===== config.mk =====
export PLATFORM = sky130hd
export DESIGN_NAME = commit_watchdog
export DESIGN_NICKNAME = d
export VERILOG_FILES = /design/src/rtl/commit_watchdog.sv
export SDC_FILE = /design/constraint.sdc
export NUM_CORES = 1
export LEC_CHECK = 0
export ABC_AREA = 1
export CAP_MARGIN = 20
export CORE_AREA = 2 2 190 192
export CTS_BUF_LIST = sky130_fd_sc_hd__clkbuf_4
export DETAILED_ROUTE_END_ITERATION = 7
export DIE_AREA = 0 0 192 194
export HOLD_SLACK_MARGIN = 0.08
export PLACE_DENSITY_LB_ADDON = 0.25
export SLEW_MARGIN = 20
export SYNTH_ARGS = -nofsm -noshare
export SYNTH_HDL_FRONTEND = slang
export SYNTH_SLANG_ARGS = --single-unit

===== constraint.sdc =====
create_clock -name clk -period 10.95 [get_ports clk]
set_input_delay 2.19 -clock clk [delete_from_list [all_inputs] [get_ports clk]]
set_output_delay 2.19 -clock clk [all_outputs]
set_load 0.02 [all_outputs]

===== src/rtl/commit_watchdog.sv =====
// commit_watchdog -- retire-stream watchdog for a simulation harness.
//
// Watches up to NUM_COMMIT retire channels per cycle and raises a sticky halt
// request when the program halts, the retire order tags go wrong, one PC
// repeats LOOP_THRESH times in a row, nothing retires for STALL_LIMIT enabled
// cycles, or TIMEOUT enabled cycles have elapsed.
//
// Ports
//   clk, rst        : clock, asynchronous active-high reset
//   enable          : low = hold every piece of state, no detection
//   commit          : per-channel retire valid (must be a prefix from ch 0)
//   order           : per-channel order tag, ch i at [i*ORDER_WIDTH +: ORDER_WIDTH]
//   pc_rdata        : per-channel retired PC, ch i at [i*32 +: 32]
//   halt_in         : per-channel program-halt flag (qualified by commit)
//   halt            : sticky halt request
//   halt_cause      : 0 none, 1 program, 2 order, 3 loop, 4 stall, 5 timeout
//   halt_pc         : last committed PC (frozen once halted)
//   commit_count    : saturating count of retired instructions
//   cycle_count     : saturating count of enabled cycles

// Per-channel order tag check: channel k must carry expected_order + k.
module commit_watchdog_lane #(
    parameter int ORDER_WIDTH = 64,
    parameter int LANE        = 0
) (
    input  logic                   commit,
    input  logic [ORDER_WIDTH-1:0] order,
    input  logic [ORDER_WIDTH-1:0] expected_order,
    output logic                   order_err
);
    assign order_err = commit && (order != expected_order + ORDER_WIDTH'(LANE));
endmodule

module commit_watchdog #(
    parameter int          NUM_COMMIT  = 2,
    parameter int          ORDER_WIDTH = 64,
    parameter int          CNT_WIDTH   = 32,
    parameter int          LOOP_THRESH = 2047,
    parameter int          STALL_LIMIT = 10000,
    parameter int          TIMEOUT     = 100000000,
    parameter logic [31:0] RESET_PC    = 32'h00000060
) (
    input  logic                              clk,
    input  logic                              rst,
    input  logic                              enable,
    input  logic [NUM_COMMIT-1:0]             commit,
    input  logic [NUM_COMMIT*ORDER_WIDTH-1:0] order,
    input  logic [NUM_COMMIT*32-1:0]          pc_rdata,
    input  logic [NUM_COMMIT-1:0]             halt_in,
    output logic                              halt,
    output logic [2:0]                        halt_cause,
    output logic [31:0]                       halt_pc,
    output logic [CNT_WIDTH-1:0]              commit_count,
    output logic [CNT_WIDTH-1:0]              cycle_count
);

    typedef enum logic [2:0] {
        CAUSE_NONE    = 3'd0,
        CAUSE_PROGRAM = 3'd1,
        CAUSE_ORDER   = 3'd2,
        CAUSE_LOOP    = 3'd3,
        CAUSE_STALL   = 3'd4,
        CAUSE_TIMEOUT = 3'd5
    } cause_e;

    localparam logic [CNT_WIDTH-1:0] LOOP_LIM    = CNT_WIDTH'(LOOP_THRESH);
    localparam logic [CNT_WIDTH-1:0] STALL_LIM   = CNT_WIDTH'(STALL_LIMIT);
    localparam logic [CNT_WIDTH-1:0] TIMEOUT_LIM = CNT_WIDTH'(TIMEOUT);

    // Saturating add: sticks at all-ones instead of wrapping.
    function automatic logic [CNT_WIDTH-1:0] sat_add(input logic [CNT_WIDTH-1:0] a,
                                                     input logic [2:0]           b);
        logic [CNT_WIDTH:0] s;
        s = {1'b0, a} + (CNT_WIDTH+1)'(b);
        return s[CNT_WIDTH] ? '1 : s[CNT_WIDTH-1:0];
    endfunction

    logic [NUM_COMMIT-1:0][ORDER_WIDTH-1:0] order_lane;
    logic [NUM_COMMIT-1:0][31:0]            pc_lane;
    logic [NUM_COMMIT-1:0]                  lane_err;

    assign order_lane = order;
    assign pc_lane    = pc_rdata;

    logic                   halt_q, halt_d;
    cause_e                 cause_q, cause_d;
    logic [CNT_WIDTH-1:0]   commit_count_q, commit_count_d;
    logic [CNT_WIDTH-1:0]   cycle_count_q, cycle_count_d;
    logic [CNT_WIDTH-1:0]   stall_q, stall_d;
    logic [CNT_WIDTH-1:0]   repeat_q, repeat_d;
    logic [ORDER_WIDTH-1:0] expected_order_q, expected_order_d;
    logic [31:0]            last_pc_q, last_pc_d;

    for (genvar i = 0; i < NUM_COMMIT; i++) begin : g_lane
        commit_watchdog_lane #(
            .ORDER_WIDTH(ORDER_WIDTH),
            .LANE       (i)
        ) u_lane (
            .commit        (commit[i]),
            .order         (order_lane[i]),
            .expected_order(expected_order_q),
            .order_err     (lane_err[i])
        );
    end

    logic                 gap, order_err, prog, loop_hit;
    logic [2:0]           pop;
    logic [CNT_WIDTH-1:0] rep, stall_n, cycle_n;
    logic [31:0]          lp;

    always_comb begin
        halt_d           = halt_q;
        cause_d          = cause_q;
        commit_count_d   = commit_count_q;
        cycle_count_d    = cycle_count_q;
        stall_d          = stall_q;
        repeat_d         = repeat_q;
        expected_order_d = expected_order_q;
        last_pc_d        = last_pc_q;

        // A valid above an invalid channel breaks the prefix rule.
        gap = 1'b0;
        for (int i = 1; i < NUM_COMMIT; i++) begin
            if (commit[i] && !commit[i-1]) gap = 1'b1;
        end
        order_err = gap | (|lane_err);

        pop = '0;
        for (int i = 0; i < NUM_COMMIT; i++) pop = pop + 3'(commit[i]);

        // Walk channels in index order so same-cycle repeats chain correctly.
        rep      = repeat_q;
        lp       = last_pc_q;
        prog     = 1'b0;
        loop_hit = 1'b0;
        for (int i = 0; i < NUM_COMMIT; i++) begin
            if (commit[i]) begin
                rep = (pc_lane[i] == lp) ? sat_add(rep, 3'd1) : '0;
                lp  = pc_lane[i];
                if (rep >= LOOP_LIM) loop_hit = 1'b1;
                if (halt_in[i])      prog     = 1'b1;
            end
        end

        stall_n = (commit == '0) ? sat_add(stall_q, 3'd1) : '0;
        cycle_n = sat_add(cycle_count_q, 3'd1);

        // Once halted everything freezes until reset.
        if (enable && !halt_q) begin
            commit_count_d   = sat_add(commit_count_q, pop);
            cycle_count_d    = cycle_n;
            stall_d          = stall_n;
            repeat_d         = rep;
            last_pc_d        = lp;
            expected_order_d = expected_order_q + ORDER_WIDTH'(pop);

            if (order_err) begin
                halt_d  = 1'b1;
                cause_d = CAUSE_ORDER;
            end else if (prog) begin
                halt_d  = 1'b1;
                cause_d = CAUSE_PROGRAM;
            end else if (loop_hit) begin
                halt_d  = 1'b1;
                cause_d = CAUSE_LOOP;
            end else if (stall_n >= STALL_LIM) begin
                halt_d  = 1'b1;
                cause_d = CAUSE_STALL;
            end else if (cycle_n >= TIMEOUT_LIM) begin
                halt_d  = 1'b1;
                cause_d = CAUSE_TIMEOUT;
            end
        end
    end

    always_ff @(posedge clk or posedge rst) begin
        if (rst) begin
            halt_q           <= 1'b0;
            cause_q          <= CAUSE_NONE;
            commit_count_q   <= '0;
            cycle_count_q    <= '0;
            stall_q          <= '0;
            repeat_q         <= '0;
            expected_order_q <= '0;
            last_pc_q        <= RESET_PC;
        end else begin
            halt_q           <= halt_d;
            cause_q          <= cause_d;
            commit_count_q   <= commit_count_d;
            cycle_count_q    <= cycle_count_d;
            stall_q          <= stall_d;
            repeat_q         <= repeat_d;
            expected_order_q <= expected_order_d;
            last_pc_q        <= last_pc_d;
        end
    end

    // last_pc freezes with the halt, so it doubles as the reported halt PC.
    assign halt         = halt_q;
    assign halt_cause   = cause_q;
    assign halt_pc      = last_pc_q;
    assign commit_count = commit_count_q;
    assign cycle_count  = cycle_count_q;

endmodule


==> impl_metrics.yaml <==
critical_path:
  critical_path_class: "in2reg"
  cp_data_required_time_ps: 11640
  cp-end-kind: "register"
  cp_max_fo: 45
  r2r_slack_ps: 6420
  crit_arrival_ps: 6890
  cp_cell_sequence: "buf_2 -> inv_2 -> ha_1 -> ha_1 -> nand2_1 -> a21oi_1 -> inv_1 -> nor2_1 -> nand2_1 -> nor3_1 -> nand4_1 -> nor3_1 -> nand3_1 -> nor4_1 -> nand3_1 -> nor2_1 -> inv_1 -> nor2_1 -> inv_1 -> nor3_1 -> a21oi_1 -> o21ai_0"
  r2r_end: "halt_cause[1]"
  r2r-start: "halt_pc[5]"
  ff2ff_path_depth: 29
  cp_slowest_cell: "ha_1"
  cpPeakStageDelay_ps: 560
  critPathLaunchType: "input pin"
pwr:
  p_leak_nw: 11.65
  total_power_mw: 1.945
  power_density_nw_per_um2: 81.18
  vdd_drop_max_v: 0.00006295
cells_and_area:
  n_fill_cell: 3214
  drive_gt1_frac: 0.06108
  syn2layout_area_growth_pct: 20.25
  layout.nets: 3554
global_route:
  grt_antenna_before_repair: 3
  grt_start_max_net_pins: 106
  grt_pass1_vias: 20800
  globalRouteOverflowTotal: 0
  grt_use_total: 0.3556
  grt_pass1_wl_mm: 106.2
detailed_routing:
  via_per_inst: 5.667
  drt_iter0_markers: 2155
  first_pass_iters: 6
  routed_wl_mm: 66.55
  drcViolationCount: 0
  wl_per_cell_um: 17.27
  drtAntennaViolNets: 0
  vias: 21840
clocking:
  cts_tree: "done"
  path_clk_slew_ps: 60
  post_cts_resized: 0
  cts.htree.levels: 3
  cts_setup_buffers: 0
  clock_latency_ps: 790
  clockRootBuffer: "clkbuf_4"
  numCtsBuffers: 69
  cts.sinks: 228
  clk_path_buf_depth: 3
  postCtsHoldBufs: 0
logic_synthesis:
  synth_nets: 3282
  synthXorXnorAreaFrac: 0.1429
  synth_most_common_cell: "nand2_1"
  synthArstFlopShare: 1.000
  yosysWarnings: 0
  synth_compound_area_frac: 0.1007
  synth_common_cells: "nand2_1, inv_1, nor2_1"
  ys_seq_area_frac: 0.2865
  synthAdderAreaFrac: 0.009546
  syn_inst: 3069
  synth-seq-cells: 228
  syn_area_um2: 19920
  synth_top_area_share: 0.2839
  syn_avg_cell_area_um2: 6.492
  synth_top_family_by_area: "simple AND/OR/NAND/NOR gates"
  yosys-mux-area-fraction: 0
  yosys.area.top_type: "dfrtp_1"
  synth_edf_count: 0
  ys_top_cells_by_area: "dfrtp_1, nand2_1, xor2_1"
  synth-simple-area-share: 0.3648
  yosysUniqueCellTypes: 59
  ys.flop_type: "dfrtp_1"
floorplan:
  rows: 69
  die_h_um: 194
  fp.coreArea_um2: 35220
  num_io_pins: 299
  start_util: 0.5656
  dieArea_um2: 37250
  die_x_um: 192
hold_path:
  worstHoldEndpoint: "halt_cause[1]"
  whs_path_depth: 2
  holdCritPathClass: "reg2reg"
  hold_path.startpoint: "halt_cause[1]"
placed_design:
  gp_congestion: 0.9965
  io_buffers: 298
  hpwlAfterDp_mm: 50.15
run:
  drv_cap: 0
timing:
  period_minus_slack_ps: 6196
  rsz0062_at_grt: "no"
  fin_crit_sh: 0.5659
  hold_viol_final: 0
  tns_ps: 0
  relSlewSlack: 0.2853
  slew_violations: 0
  finClkSkew_ps: 44.43
  worst_slew_pin_slew_ps: 1072
  finalSetupViolations: 0
  fmax_mhz: 161.4
run_status:
  status: "completed"
-- how the worst max path moves through the flow --
stage	endpoint	from	depth (start not counted)
after floorplan	commit_count[0]	rst	1
final	commit_count[31]	commit[1]	22
after detailed placement	commit_count[31]	commit[1]	22
after CTS	commit_count[31]	commit[1]	22
after global placement	commit_count[31]	commit[1]	22
after global routing	commit_count[31]	commit[1]	22
-- layer usage --
metal / wire length (um) / global-route usage / up-vias
met4: 2559 / 0.1397 / 2
met2: 29990 / 0.5629 / 1057
li1: - / - / 10480
met1: 27420 / 0.4719 / 10120
met5: 7 / 0 / -
met3: 6580 / 0.07946 / 181
-- layout make-up --
type,instances,area [um2],share of cell area
multi-input cells,2355,12330,0.5145
flip-flops and latches,228,5708,0.2383
well taps,461,576.8,0.02408
clock inverters,31,197.7,0.008252
inverters,381,1440,0.06011
repair buffers,306,3039,0.1269
diodes,3,7.507,0.0003134
clock buffers,88,660.6,0.02758
-- kinds of logic (layout without fill, tap and decap cells) --
family                     count (synthesis)  in the layout
and+or+nand+nor                         1647           1647
buffers and inverters                    486            806
AOI/OAI and AO/OA                        369            369
xor gates and xnor gates                 325            325
DFF                                      228            228
adders and majority gates                 14             14
other                                      0              3
-- report_power, final --
group,leakage (nW),total (mW),switching [mW],internal (mW)
Clock,0.500,0.864,0.434,0.430
Combinational,8.63,0.239,0.128,0.110
Sequential,2.52,0.842,0,0.842
Total,11.6,1.94,0.562,1.38
-- placed cells by master, fill, tap and decap left out, types with 4 or more instances in the layout --
cell type,synthesis,layout
buf_4,6,8
xnor2_1,58,58
nand3_1,199,199
a22oi_1,5,5
nor2_2,17,17
clkinv_1,4,24
nor3_2,6,6
o22ai_1,47,47
nor3_1,77,77
xor2_1,267,267
clkdlybuf4s50_1,0,296
ha_1,12,12
nand4_1,72,72
clkbuf_4,0,88
nand2_4,3,4
inv_2,12,12
inv_1,365,364
or2_2,8,8
o21ai_1,12,12
nand3_2,9,9
nor2_1,340,340
nand3b_1,7,7
nor2_4,9,9
nand2_1,803,802
dfrtp_1,226,226
o21ai_0,227,227
nor4_1,57,57
inv_6,0,4
nand2_2,24,24
a21oi_1,51,51
-- flip-flops by register name, summed over array words and instances (netlist names) --
| name | cells |
|---|---|
| stall_q | 32 |
| expected_order_q | 64 |
| cycle_count | 32 |
| commit_count | 32 |
| halt_cause | 3 |
| halt_pc | 32 |
| halt | 1 |
| repeat_q | 32 |
-- per-stage QoR --
stage | std cells | cell area [um2] | worst slack, ps | hold WS (ps) | util
2_1_floorplan | 3069 | 19920 | 2515 | 480.6 | -
3_3_place_gp | 3731 | 23090 | 4164 | 468.2 | 0.6554
3_5_place_dp | 3731 | 23090 | 4124 | 461.2 | 0.6554
4_1_cts | 3850 | 23950 | 4858 | 478.5 | 0.6798
5_1_grt | 3853 | 23960 | 4278 | 517.6 | 0.6801
6_report | 3853 | 23960 | 4754 | 474.0 | 0.6801
-- worst max-delay path: cells and delay by family --
family	cells	cell delay, ps
AO/OA/AOI/OAI	3	330
adder cells (fa/ha/maj)	2	760
buffers and inverters	5	1230
AND/OR/NAND/NOR	12	2340
(Power assumes the default switching activity.)
